[src/rtl/echo_receiver.sv]
// echo_receiver: converts the high time of an ultrasonic echo into a range in centimetres.
// Define ECHO_GLITCH_FILTER_EN to add an 8-cycle level filter behind the echo synchroniser.
module echo_receiver #(
  parameter int CLKS_PER_US = 100,
  parameter int US_PER_CM   = 58,
  parameter int TIMEOUT_US  = 38000,
  parameter int WIDTH       = 9
) (
  input  logic             clk,
  input  logic             rst_n,
  input  logic             start,
  input  logic             echo,
  output logic [WIDTH-1:0] distance,
  output logic             valid,
  output logic             timeout,
  output logic             busy
);

  localparam int PRE_W = (CLKS_PER_US > 1) ? $clog2(CLKS_PER_US) : 1;
  localparam int SUB_W = (US_PER_CM > 1) ? $clog2(US_PER_CM) : 1;
  localparam int US_W  = $clog2(TIMEOUT_US + 1);

  localparam logic [PRE_W-1:0] PRE_MAX  = PRE_W'(CLKS_PER_US - 1);
  localparam logic [SUB_W-1:0] SUB_MAX  = SUB_W'(US_PER_CM - 1);
  localparam logic [US_W-1:0]  US_LIMIT = US_W'(TIMEOUT_US);

  typedef enum logic [1:0] {
    IDLE,
    WAIT_RISE,
    MEASURE,
    REPORT
  } state_t;

  state_t state, stateNext;

  logic             echoMeta, echoSync, echoS, echoPrev;
  logic             echoRise, echoFall;
  logic             counting, usTick, usLimit;
  logic [PRE_W-1:0] prescaler;
  logic [US_W-1:0]  usCnt;
  logic [SUB_W-1:0] subCnt;
  logic [WIDTH-1:0] cmCnt;

  // NOTE: sequential state always uses non-blocking assignments so every flop
  // samples the pre-edge value of its neighbours, independent of block order.
  always_ff @(posedge clk or negedge rst_n) begin
    if (!rst_n) begin
      echoMeta <= 1'b0;
      echoSync <= 1'b0;
    end else begin
      echoMeta <= echo;
      echoSync <= echoMeta;
    end
  end

`ifdef ECHO_GLITCH_FILTER_EN
  logic       echoFilt;
  logic [2:0] filtCnt;

  // A new level is accepted only on its 8th consecutive cycle.
  always_ff @(posedge clk or negedge rst_n) begin
    if (!rst_n) begin
      echoFilt <= 1'b0;
      filtCnt  <= 3'd0;
    end else if (echoSync == echoFilt) begin
      filtCnt <= 3'd0;
    end else if (filtCnt == 3'd7) begin
      echoFilt <= echoSync;
      filtCnt  <= 3'd0;
    end else begin
      filtCnt <= filtCnt + 3'd1;
    end
  end

  assign echoS = echoFilt;
`else
  assign echoS = echoSync;
`endif

  always_ff @(posedge clk or negedge rst_n) begin
    if (!rst_n) echoPrev <= 1'b0;
    else        echoPrev <= echoS;
  end

  assign echoRise = echoS & ~echoPrev;
  assign echoFall = ~echoS & echoPrev;
  assign counting = (state == WAIT_RISE) || (state == MEASURE);
  assign usTick   = counting && (prescaler == PRE_MAX);
  assign usLimit  = (usCnt == US_LIMIT);
  assign busy     = (state != IDLE);

  always_ff @(posedge clk or negedge rst_n) begin
    if (!rst_n) state <= IDLE;
    else        state <= stateNext;
  end

  // NOTE: every combinational output gets a default first so no path through
  // the case statement leaves it unassigned, which would infer a latch.
  always_comb begin
    stateNext = state;
    timeout   = 1'b0;
    unique case (state)
      IDLE: begin
        if (start) stateNext = WAIT_RISE;
      end
      WAIT_RISE: begin
        if (usLimit) begin
          timeout   = 1'b1;
          stateNext = IDLE;
        end else if (echoRise) begin
          stateNext = MEASURE;
        end
      end
      MEASURE: begin
        if (echoFall) begin
          stateNext = REPORT;
        end else if (usLimit) begin
          timeout   = 1'b1;
          stateNext = IDLE;
        end
      end
      REPORT: stateNext = IDLE;
      default: stateNext = IDLE;
    endcase
  end

  // The microsecond timebase runs on through the WAIT_RISE->MEASURE transition,
  // so the timeout window spans both the wait and the measurement.
  always_ff @(posedge clk or negedge rst_n) begin
    if (!rst_n) begin
      prescaler <= '0;
      usCnt     <= '0;
      subCnt    <= '0;
      cmCnt     <= '0;
    end else if (state == IDLE) begin
      if (start) begin
        prescaler <= '0;
        usCnt     <= '0;
        subCnt    <= '0;
        cmCnt     <= '0;
      end
    end else if (counting) begin
      prescaler <= usTick ? '0 : prescaler + 1'b1;
      if (usTick) usCnt <= usCnt + 1'b1;
      if (usTick && state == MEASURE) begin
        if (subCnt == SUB_MAX) begin
          subCnt <= '0;
          if (cmCnt != '1) cmCnt <= cmCnt + 1'b1;
        end else begin
          subCnt <= subCnt + 1'b1;
        end
      end
    end
  end

  // REPORT latches the final count; valid rises together with the new distance.
  always_ff @(posedge clk or negedge rst_n) begin
    if (!rst_n) begin
      distance <= '0;
      valid    <= 1'b0;
    end else begin
      valid <= (state == REPORT);
      if (state == REPORT) distance <= cmCnt;
    end
  end

endmodule
[config.mk]
export PLATFORM = sky130hd
export DESIGN_NAME = echo_receiver
export DESIGN_NICKNAME = d
export VERILOG_FILES = /design/src/rtl/echo_receiver.sv
export SDC_FILE = /design/constraint.sdc
export NUM_CORES = 1
export LEC_CHECK = 0
export CAP_MARGIN = 10
export CORE_MARGIN = 3
export CORE_UTILIZATION = 65
export CTS_BUF_LIST = sky130_fd_sc_hd__clkbuf_8
export CTS_CLUSTER_DIAMETER = 30
export CTS_CLUSTER_SIZE = 24
export DETAILED_ROUTE_END_ITERATION = 8
export PLACE_DENSITY = 0.95
export SLEW_MARGIN = 30
export SYNTH_ARGS = -nofsm -noshare
export SYNTH_HDL_FRONTEND = slang
export SYNTH_SLANG_ARGS = --single-unit
[constraint.sdc]
create_clock -name clk -period 7.19 [get_ports clk]
set_input_delay 1.438 -clock clk [delete_from_list [all_inputs] [get_ports clk]]
set_output_delay 1.438 -clock clk [all_outputs]
set_load 0.03 [all_outputs]
==> out/qor.txt, run 1 <==
Critical R2R Capture = usCnt[2]
Number of setup buffers added after CTS = 0
Synth Area in Adders = 4.97%
Die area = 5500 µm²
Area leader, netlist = dfrtp_1
PortBufs = 15
Hold Path Class = register to register
Total of warnings raised by yosys = 0
RSZ-0062 raised after global routing = false
Pre-antenna DRT Iters = 5
Avg WL per Cell = 17.0 µm
Setup TNS = 0 ns
CTS resizes = 0
Setup Skew = 0.0123 ns
CTS Root Cell = clkbuf_8
TritonCTS Sinks = 53
Setup CP Type = register to primary output
Status = complete, no violations
Final Hold Fails = 0
Synthesized Nets = 322
Number of global-route vias before repair = 2293
Vias per cell = 6.79
Simple-gate portion of the synthesized area = 25.3%
PD cells = 312 nW/µm²
Layout cell share with drive strength beyond 1 = 7.89%
Mean Syn Cell Area = 9.87 µm²
Peak Freq = 0.247 GHz
DRC viols = 0
Critical Path Source Type = register
Synth-to-layout area growth = 9.15%
R2R cell count = 6
Core footprint = 4410 µm²
Fin util = 74.7%
Crit end category = primary output
I/O pin count = 16
Worst hold path endpoint = echoS
Final period util = 56.3%
Ant diodes = 0
DRT iter0 DRCs = 289
HP Start = echoMeta
Clock transition at path regs = 0.08 ns
Req. time, crit path = 5.75 ns
Initial antenna violation count = 0
Commonest cells in the netlist = dfrtp_1 (53), nand2_1 (25), inv_1 (14), nor2_1 (14), and3_1 (13)
Async set or reset register ratio after synthesis = 100%
Largest family of logic cells by synthesized area = simple AND/OR/NAND/NOR gates
Synth area leaders = dfrtp_1 (44%), ha_1 (5.0%), mux2_2 (3.4%), nand2_1 (3.1%), and3_1 (2.7%)
Gate Count Post-Synth = 306
Horiz. Die Dim = 74.2 µm
Worst EP arrival = 2.61 ns
EDFF count, synth = 0
Filler cell count = 294
VDD IR-drop max = 0.197 mV
Max cap viols = 0
Sequential-to-total area share from yosys stat = 43.9%
Initial core utilization = 68.5%
R2R Setup Slk = 4.36 ns
CTS buffer count = 5
Slew Limit Fails = 0
Max clock buf depth = 2
Routed vias = 2505
Cell leakage power = 0.00144 µW
Row cnt = 24
Post-synthesis xor/xnor area fraction = 1.45%
Share of the synthesized area in the top cell type = 43.9%
GPL Wtd Cong = 0.858
Worst rel slew slack = 41.8%
Mapped Area = 3020 µm²
Final-stage net count = 332
DP HPWL = 4.12 mm
Worst-Margin Slew = 0.866 ns
Final setup fails = 0
Post-synth top flop = dfrtp_1
Cts-stage hold buffer count = 0
Post-synthesis mux area share = 6.00%
Maximum number of pins on one net before global-route repair = 54
Worst-path fanout max = 23
Count leader, synth = dfrtp_1
Global Route Usage Sum = 25.2%
Worst Hold Depth = 0
Count of cell types in the netlist = 57
Final worst path period need = 4.05 ns
Reg2reg start = state[0]
Detailed Route WL = 6.29 mm
First-pass GRT wire length = 10.6 mm
Post-synthesis compound-gate area fraction = 14.4%
Remaining Overflow, GRT = 0
Die height = 74.2 µm
CTS tree = done
Worst-Skew Late Latency = 0.31 ns
PnR Total Power = 1030 µW
FF+latch count, synth = 53
Final ANT Viol Nets = 0
H-tree levels = 2
-- how the worst max path moves through the flow --
stage / start / end / slack (ns) / cells after the start
after global routing: state[1] / busy / 2.95 / 4
after CTS: state[0] / busy / 3.16 / 4
final: state[0] / busy / 3.14 / 4
after detailed placement: state[0] / busy / 3.50 / 4
after floorplan: usCnt[0] / timeout / 4.25 / 5
after global placement: state[0] / busy / 3.57 / 4
-- registers in the layout, indices dropped and copies added (netlist names) --
name	cells
usCnt	16
cmCnt	9
distance	9
prescaler	7
subCnt	6
state	2
echoMeta	1
echoPrev	1
echoS	1
valid	1
-- per-stage QoR --
stage | area [µm²] | hold slack (ns) | instances | setup slack (ns)
floorplan | 3020 | 0.331 | 306 | 4.25
global placement | 3180 | 0.331 | 361 | 3.57
detailed placement | 3180 | 0.336 | 361 | 3.50
CTS | 3300 | 0.355 | 369 | 3.16
global route | 3300 | 0.364 | 369 | 2.95
finish | 3300 | 0.352 | 369 | 3.14
-- logic make-up after synthesis --
family | after synthesis
AND/OR/NAND/NOR | 132
AO/OA/AOI/OAI | 58
flip-flops | 53
buffers and inverters | 29
multiplexers | 17
adder cells (fa/ha/maj) | 12
XOR/XNOR | 5
-- metal layers --
metal / track usage (%) / vias to the layer above / part of all wire, %
met1: 34.2 / 1211 / 45
met2: 37.4 / 104 / 46
met4: 13.3 / 0 / 2.9
met5: 0 / - / 0
li1: - / 1172 / -
met3: 6.08 / 18 / 6.1
-- cell usage in the layout (no fill, tap or decap), types with 11 or more instances in the layout --
cell | netlist | final
nor2_1 | 14 | 14
inv_1 | 14 | 15
clkdlybuf4s50_1 | 0 | 14
nand2_1 | 25 | 25
dfrtp_1 | 53 | 53
and3_1 | 13 | 13
ha_1 | 12 | 12
nand4_1 | 12 | 12
nor3_1 | 11 | 11
nand3_1 | 12 | 12
-- report_power, final --
| group | internal [µW] | switching (µW) |
|---|---|---|
| clock | 112 | 96.4 |
| combinational | 139 | 298 |
| sequential | 338 | 44.1 |
-- critical path, stage by stage, from the launching register on --
cell             delay [ns]
dfrtp_1                0.41
inv_1                  0.13
ha_1                   0.67
inv_1                  0.39
clkdlybuf4s50_1        0.70
-- cell type report --
cell class                      instances  area [µm²]  share of cell area (%)
Clock buffer                            6        82.6                    2.50
Clock inverter                          2        33.8                    1.02
Inverter                               15        56.3                    1.71
Multi-Input combinational cell        224        1570                    47.7
Sequential cell                        53        1330                    40.2
Tap cell                               52        65.1                    1.97
Timing Repair Buffer                   17         160                    4.86
(Power assumes the default switching activity.)
==> inputs of run 2 (changes only) <==
Settings changed: CORE_UTILIZATION 65 to 56, PLACE_DENSITY 0.95 to 0.89.
Clock period 7.19 ns to 3.3 ns, I/O delays scaled along.
==> out/qor.txt, run 2 (synthesis results as in run 1) <==
Status = complete, no violations
Internal power consumption = 1210 µW (+110%)
Final-stage net count = 336 (+1.2%)
Pre-antenna DRT Iters = 4 (-1)
Worst-Skew Late Latency = 0.31 ns (about the same)
Avg WL per Cell = 15.0 µm (-12%)
Die area = 6310 µm² (+15%)
Final ANT Viol Nets = 0 (unchanged)
Final period util = 89.4%
Seq pwr share = 38.8% (+1.6 points)
Req. time, crit path = 2.64 ns (-3.11 ns)
H-tree levels = 2 (unchanged)
Detailed Route WL = 5.85 mm (-7.0%)
R2R cell count = 8 (+2)
Critical R2R Capture = cmCnt[7]
Ant diodes = 0 (unchanged)
Peak Freq = 0.339 GHz
Hold Path Class = input pin to async pin
RSZ-0062 raised after global routing = false
Switching power total = 936 µW (+110%)
Crit end category = primary output
Final worst-path setup slack = 0.349 ns (-2.79 ns)
Largest register FFs = 16 (unchanged)
Max cap viols = 0 (unchanged)
Maximum number of pins on one net before global-route repair = 30 (-44%)
Final setup fails = 0 (unchanged)
Cell leakage power = 0.00144 µW (+0.39%)
Remaining Overflow, GRT = 0 (unchanged)
DRC viols = 0 (unchanged)
WP buf/inv = 2 (-1)
Max stage delay on crit path = 0.67 ns (-0.03 ns)
Clock transition at path regs = 0.09 ns (about the same)
Worst-path fanout max = 6 (-74%)
Worst rel slew slack = 47.6% (+5.8 points)
TritonCTS Sinks = 53 (unchanged)
Top Family by Delay on Critical Path = buffers and inverters
CTS tree = done
Final worst path period need = 2.95 ns
Initial antenna violation count = 0 (unchanged)
Die height = 79.5 µm (+7.1%)
Global Route Usage Sum = 20.8% (-4.4 points)
Setup CP Type = register to primary output
PortBufs = 15 (unchanged)
Slew Limit Fails = 0 (unchanged)
Number of global-route vias before repair = 2389 (+4.2%)
Core footprint = 5170 µm² (+17%)
Setup TNS = 0 ns (unchanged)
Synth-to-layout area growth = 9.77%
Max clock buf depth = 2 (unchanged)
Worst path slowest cell = clkdlybuf4s50_1
Clk pwr share = 16.5% (-3.8 points)
CTS resizes = 0 (unchanged)
Horiz. Die Dim = 79.5 µm (+7.1%)
Net switching fraction of the power = 43.6% (+0.93 points)
Largest Register = usCnt
Reg2reg start = cmCnt[0]
Most common cell after layout, fill and taps aside = dfrtp_1
Worst-Margin Slew = 0.786 ns (-0.0801 ns)
Critical Path Source Type = register
Routed vias = 2443 (-2.5%)
DRT iter0 DRCs = 267 (-7.6%)
Setup Skew = 0.00850 ns (-0.00383 ns)
Final Hold Fails = 0 (unchanged)
Critical Path, Cell by Cell = inv_1 -> ha_1 -> nor4bb_1 -> nand4_1 -> nor2_1 -> clkdlybuf4s50_1
Worst EP arrival = 2.29 ns (-0.32 ns)
Largest registers = usCnt x16, cmCnt x9, distance x9
Layout cell share with drive strength beyond 1 = 9.03% (+1.1 points)
First-pass GRT wire length = 10.6 mm (about the same)
CTS Root Cell = clkbuf_8
GPL Wtd Cong = 0.889 (+3.6%)
Row cnt = 26 (+8.3%)
Most frequent cells in the layout = dfrtp_1 (53), nand2_1 (25), inv_1 (15)
I/O pin count = 16 (unchanged)
Number of setup buffers added after CTS = 0 (unchanged)
Worst slack, placed = 0.684 ns (-2.82 ns)
Initial core utilization = 58.4% (-10 points)
DP HPWL = 4.15 mm (+0.82%)
CTS buffer count = 5 (unchanged)
Vias per cell = 6.25 (-8.0%)
PD cells = 647 nW/µm² (+110%)
Cts-stage hold buffer count = 0 (unchanged)
Comb pwr share = 44.7% (+2.2 points)
R2R Setup Slk = 0.68 ns (-3.68 ns)
VDD IR-drop max = 0.351 mV (+78%)
run 2: cell types whose count changed in the layout (fill, tap and decap cells not counted), sizes merged:
cell	change
buf	+4
bufinv	-1
clkbuf	-1
clkinv	+2
run 2: area by class of cell:
class | instances | area (µm²)
Timing Repair Buffer | 21 | 190
Multi-Input combinational cell | 224 | 1570
Sequential cell | 53 | 1330
Fill cell | 398 | 1860
Clock buffer | 5 | 68.8
Inverter | 15 | 56.3
Tap cell | 70 | 87.6
Clock inverter | 3 | 13.8
run 2: worst reg2reg max path: cells and delay by family (launching register included):
kind | cells | cell delay (ns)
and+or+nand+nor | 4 | 0.88
DFF | 1 | 0.44
AOI/OAI and AO/OA | 2 | 0.73
adders and majority gates | 2 | 0.46
run 2: power groups by stage:
stage | Clock, µW | Sequential [µW] | Combinational, µW
2_1_floorplan | 0 | 857 | 700
3_3_place_gp | 0 | 835 | 932
3_5_place_dp | 0 | 844 | 953
4_1_cts | 358 | 830 | 957
5_1_grt | 386 | 847 | 1090
6_report | 355 | 832 | 960
run 2: worst max path at each step:
stage          endpoint  cells after the start     start
2_1_floorplan  cmCnt[7]                      8  cmCnt[0]
3_3_place_gp   usCnt[4]                      5     start
3_5_place_dp    timeout                      6  usCnt[0]
4_1_cts         timeout                      6  usCnt[0]
5_1_grt         timeout                      6  usCnt[0]
6_report        timeout                      6  usCnt[0]
run 2: per-layer routing:
metal | part of all wire [%] | global-route usage (%) | up-vias
met5 | 0 | 0 | -
met4 | 1.4 | 9.79 | 0
met3 | 3.0 | 2.71 | 11
met2 | 48 | 33.1 | 50
met1 | 48 | 28.1 | 1200
li1 | - | - | 1182
run 2: stage by stage:
stage	hold WS (ns)	cell area, µm²	util [%]	total power, µW	cells
final	0.361	3320	64.1	2150	391
after global routing	0.370	3320	64.1	2320	391
after CTS	0.370	3320	64.1	2140	391
after detailed placement	0.350	3230	62.5	1800	383
after global placement	0.333	3230	62.5	1770	383
after floorplan	0.331	3020	-	1560	306
==> inputs of run 3 (changes only) <==
Settings changed: CTS_CLUSTER_SIZE 24 to default.
==> results of run 3 <==
No change in the layout: final DEF, timing and power equal those of run 2.
==> edit 1, RTL diff (flow settings as in run 3) <==
The option `ECHO_GLITCH_FILTER_EN` is turned on by a define.
--- a/src/rtl/echo_receiver.sv
+++ b/src/rtl/echo_receiver.sv
@@ -1,5 +1,7 @@
 // echo_receiver: converts the high time of an ultrasonic echo into a range in centimetres.
 // Define ECHO_GLITCH_FILTER_EN to add an 8-cycle level filter behind the echo synchroniser.
+`define ECHO_GLITCH_FILTER_EN
+
 module echo_receiver #(
   parameter int CLKS_PER_US = 100,
   parameter int US_PER_CM   = 58,
Behaviour: not the same (Yosys sat finds a counterexample within 10 cycles, from zero or initial values and one cycle with rst_n low).
==> edit 1 against run 3 <==
- sequential cell count is 4 higher
- total power is 8.6% higher
- routed wire length is 7.3% higher
- critical path depth stayed put
- clock power is 53% higher
- utilization is 1.5 points higher
- design area is 2.4% higher
- synthesized area is 0.12% higher
- setup slack better by 0.020 ns
- largest cell class unchanged
==> edit 1: results (changes against run 3) <==
outcome:
  outcome: "completed"  # unchanged
setup_path:
  r2r_cells: 9  # was 8
  r2r_setup_slack_ns: 0.55  # was 0.68 ns
  rr_endpoint: "cmCnt[7]"  # unchanged
  cp.arrival_ns: 2.27  # was 2.29 ns
  path_max_fanout: 4  # was 6
global_routing:
  grt_use_total: 0.227  # was 0.208
  grt.met3_usage: 0.0542  # was 0.0271
  global_route_wire_length_before_repair_um: 11200  # was 10600 um
  global_route.usage.met1: 0.299  # was 0.281
  grt.met2_usage: 0.351  # was 0.331
synthesis:
  synth-compound-area-share: 0.108  # was 0.144
  netlist-cell-type-count: 51  # was 57
  syn_nets: 320  # was 322
  synth_top_cells_by_count: "57 x sky130_fd_sc_hd__dfrtp_1, 28 x sky130_fd_sc_hd__nand2_1, 25 x sky130_fd_sc_hd__nor2_1"  # was 53 x sky130_fd_sc_hd__dfrtp_1, 25 x sky130_fd_sc_hd__nand2_1, 14 x sky130_fd_sc_hd__inv_1, 14 x sky130_fd_sc_hd__nor2_1, 13 x sky130_fd_sc_hd__and3_1
  synth_top_cells_by_area: "sky130_fd_sc_hd__dfrtp_1 47%, sky130_fd_sc_hd__ha_1 5.8%, sky130_fd_sc_hd__mux2_2 3.7%"  # was sky130_fd_sc_hd__dfrtp_1 44%, sky130_fd_sc_hd__ha_1 5.0%, sky130_fd_sc_hd__mux2_2 3.4%
  synth_fa_ha_area_frac: 0.0579  # was 0.0497
  synth_seq_area_share: 0.471  # was 0.439
  synth.mux.area_fraction: 0.0405  # was 0.0600
  postSynthCellCount: 302  # was 306
  post_synth_xor_area_fraction: 0.0463  # was 0.0145
sta:
  timing.slew.headroom: 0.512  # was 0.476
  finalClockSkew_ns: 0.00604  # was 0.00850 ns
routing:
  detail_route.wl_per_cell_um: 15.8  # was 15.0 um
  iteration_0_drc_markers: 193  # was 267
  finalWirelength_um: 6280  # was 5850 um
  route.met2.wl_um: 3090  # was 2810 um
  routedLengthMet1_um: 2820  # was 2780 um
power_and_ir_drop:
  seq_power_share: 0.390  # was 0.388
  comb_power_share: 0.377  # was 0.447
  p_leak_uw: 0.00152  # was 0.00144 uW
  ir_worst_vdd_mv: 0.318  # was 0.351 mV
placement:
  place_inst: 382  # was 383
  dp_hpwl_um: 4240  # was 4150 um
  gpl.final_weighted_congestion: 0.870  # was 0.889
  post-place-ws_ns: 0.543  # was 0.684 ns
clocking:
  tritoncts.num_buffers: 9  # was 5
  clk-insertion-delay-late_ns: 0.35  # was 0.31 ns
  cts_resized: 0  # unchanged
  htreeDepth: 3  # was 2
  cts.reportedPaths.clkPinSlew_ns: 0.06  # was 0.09 ns
finish:
  layout-drive-gt1-share: 0.128  # was 0.0903
  num-nets-final: 341  # was 336
[edit 1: layout make-up]
type,count,area (um^2)
clock inverter,5,23.8
inverter,12,45.0
tap,70,87.6
multi-input combinational,221,1480
clock buffer,10,138
sequential,57,1430
timing repair buffer,22,198
fill,364,1780
[edit 1: how the worst max path moves through the flow]
stage / to / startpoint / cells after the start / slack, ns
2_1_floorplan: cmCnt[7] / cmCnt[0] / 9 / 0.74
3_3_place_gp: cmCnt[7] / cmCnt[0] / 9 / 0.64
3_5_place_dp: cmCnt[7] / cmCnt[0] / 9 / 0.54
4_1_cts: timeout / state[0] / 6 / 0.36
5_1_grt: timeout / usCnt[5] / 4 / 0.22
6_report: timeout / state[0] / 6 / 0.37
[edit 1: through the flow]
stage | hold slack [ns] | utilization | power, uW
after floorplan | 0.331 | - | 1510
after global placement | 0.334 | 0.625 | 1740
after detailed placement | 0.342 | 0.625 | 1780
after CTS | 0.285 | 0.657 | 2340
after global routing | 0.312 | 0.657 | 2480
final | 0.275 | 0.657 | 2330
==> edit 2, RTL diff (settings of run 3) <==
Made on the original files. Put a register stage on the output `timeout`, cleared by the reset. The value now appears one clock later. The other outputs are not delayed to match.
--- a/src/rtl/echo_receiver.sv
+++ b/src/rtl/echo_receiver.sv
@@ -30,6 +30,8 @@
     MEASURE,
     REPORT
   } state_t;
+
+  logic timeout_d;
 
   state_t state, stateNext;
 
@@ -98,14 +100,14 @@
   // the case statement leaves it unassigned, which would infer a latch.
   always_comb begin
     stateNext = state;
-    timeout   = 1'b0;
+    timeout_d = 1'b0;
     unique case (state)
       IDLE: begin
         if (start) stateNext = WAIT_RISE;
       end
       WAIT_RISE: begin
         if (usLimit) begin
-          timeout   = 1'b1;
+          timeout_d = 1'b1;
           stateNext = IDLE;
         end else if (echoRise) begin
           stateNext = MEASURE;
@@ -115,7 +117,7 @@
         if (echoFall) begin
           stateNext = REPORT;
         end else if (usLimit) begin
-          timeout   = 1'b1;
+          timeout_d = 1'b1;
           stateNext = IDLE;
         end
       end
@@ -164,4 +166,12 @@
     end
   end
 
+  always_ff @(posedge clk or negedge rst_n) begin
+    if (!rst_n) begin
+      timeout <= '0;
+    end else begin
+      timeout <= timeout_d;
+    end
+  end
+
 endmodule
Check against the original RTL: no difference found for any inputs over 10 cycles, from zero or initial values and one cycle with rst_n low; that may be too few to reach the edited logic, so the function may still have changed.
==> edit 2 against run 3 <==
- synthesized area is 5.1% lower
- sequential cell count rose by 1
- register-to-register slack better by 0.08 ns
- critical path depth down 2
- routed wire length fell by 2.9%
- total power shrank 8.5%
- synthesized cell count down 11%
- sequential power decreased by 2%
- count of clock-buffer cells in the layout unchanged
- setup slack got worse by 0.011 ns
- combinational power fell by 15%
- design area shrank 6.0%
==> edit 2: results (changes against run 3) <==
finish:
  num-nets-final: 302  # was 336
  layout-drive-gt1-share: 0.126  # was 0.0903
power_and_ir_drop:
  p_leak_uw: 0.00147  # was 0.00144 uW
  p_sw_uw: 807  # was 936 uW
  ir_worst_vdd_mv: 0.322  # was 0.351 mV
placement:
  placedInstanceArea_um2: 3040  # was 3230 um^2
  dp_hpwl_um: 3950  # was 4150 um
  gpl.final_weighted_congestion: 0.815  # was 0.889
hold_path:
  hp-class: "reg2reg"  # was in2async
synthesis:
  synth_top_cells_by_area: "sky130_fd_sc_hd__dfrtp_1 47%, sky130_fd_sc_hd__ha_1 5.2%, sky130_fd_sc_hd__and3_1 3.7%"  # was sky130_fd_sc_hd__dfrtp_1 44%, sky130_fd_sc_hd__ha_1 5.0%, sky130_fd_sc_hd__mux2_2 3.4%
  ys_dominant_reg_cell: "sky130_fd_sc_hd__dfrtp_1"  # unchanged
  syn_nets: 288  # was 322
  netlist-cell-type-count: 54  # was 57
  synth_seq_area_share: 0.471  # was 0.439
setup_path:
  crit_start: "state[1]"  # was usCnt[0]
  regToRegStartpoint: "cmCnt[1]"  # was cmCnt[0]
  crit_slowest_cell: "sky130_fd_sc_hd__clkdlybuf4s50_1"  # unchanged
  critical_path.max_stage_delay_ns: 0.77  # was 0.67 ns
  path_max_fanout: 17  # was 6
global_routing:
  via_count_of_the_first_global_routing_pass: 2131  # was 2389
  antenna_found_initial: 0  # unchanged
  global_route_wire_length_before_repair_um: 9930  # was 10600 um
  grt_use_total: 0.204  # was 0.208
  pin_count_of_the_biggest_net_entering_global_routing: 36  # was 30
routing:
  detail_route.wl_per_cell_um: 16.1  # was 15.0 um
  mean_number_of_vias_per_cell: 6.12  # was 6.25
  iteration_0_drc_markers: 222  # was 267
sta:
  finalClockSkew_ns: 0.00437  # was 0.00850 ns
  timing.slew.headroom: 0.475  # was 0.476
outcome:
  outcome: "completed"  # unchanged
==> edit 2: final cells by class <==
class,instances,area (um^2)
Multi-Input combinational cell,198,1400
Clock buffer,5,68.8
Sequential cell,54,1350
Timing Repair Buffer,18,168
Inverter,9,33.8
Tap cell,67,83.8
Fill cell,384,1730
Clock inverter,2,7.51
==> edit 2: power by group through the flow <==
stage                     sequential [uW]  clock [uW]  combinational (uW)
after floorplan                       831           0                 619
after global placement                816           0                 769
after detailed placement              824           0                 800
after CTS                             812         349                 805
after global routing                  824         372                 907
final                                 814         339                 812
==> edit 2: worst paths after layout <==
kind | endpoint | slack (ns) | cells after the start
hold reg to reg | echoS | 0.36 | 0
hold / removal | echoS | 0.36 | 0
setup reg to reg | cmCnt[5] | 0.76 | 8
min in group asynchronous | usCnt[13] | 0.41 | 1
max in group asynchronous | prescaler[2] | 2.14 | 2
setup / recovery | busy | 0.34 | 4
==> edit 2: through the flow <==
step                hold WS (ns)  std cells  setup slack, ns
detailed placement         0.343        346            0.708
global placement           0.332        346            0.769
floorplan                  0.331        272             1.03
CTS                        0.364        353            0.361
global route               0.369        353            0.226
finish                     0.362        353            0.338
==> edit 2: layer usage <==
| metal | part of all wire | GRT usage | routed length, um |
|---|---|---|---|
| met4 | 0.016 | 0.0783 | 90 |
| met1 | 0.44 | 0.261 | 2510 |
| met2 | 0.50 | 0.342 | 2830 |
| met3 | 0.045 | 0.0418 | 254 |
| met5 | 0 | 0 | 0 |
==> edit 2: logic make-up (layout without fill, tap and decap cells) <==
group,Yosys count,in the layout,synth area share
flip-flops,54,54,0.471
multiplexers,9,9,0.0353
adder cells (fa/ha/maj),12,12,0.0523
buffers and inverters,20,34,0.0397
XOR/XNOR,12,12,0.0366
AO/OA/AOI/OAI,50,50,0.124
AND/OR/NAND/NOR,115,115,0.241
==> edit 2: worst reg2reg max path, stage by stage, from the launching register on <==
cell                      delay [ns]
sky130_fd_sc_hd__dfrtp_1        0.42
sky130_fd_sc_hd__ha_1           0.23
sky130_fd_sc_hd__and3_1         0.18
sky130_fd_sc_hd__and3_1         0.22
sky130_fd_sc_hd__and3_1         0.19
sky130_fd_sc_hd__ha_1           0.23
sky130_fd_sc_hd__nor3_4         0.46
sky130_fd_sc_hd__a31oi_1        0.15
sky130_fd_sc_hd__nor4_1         0.35
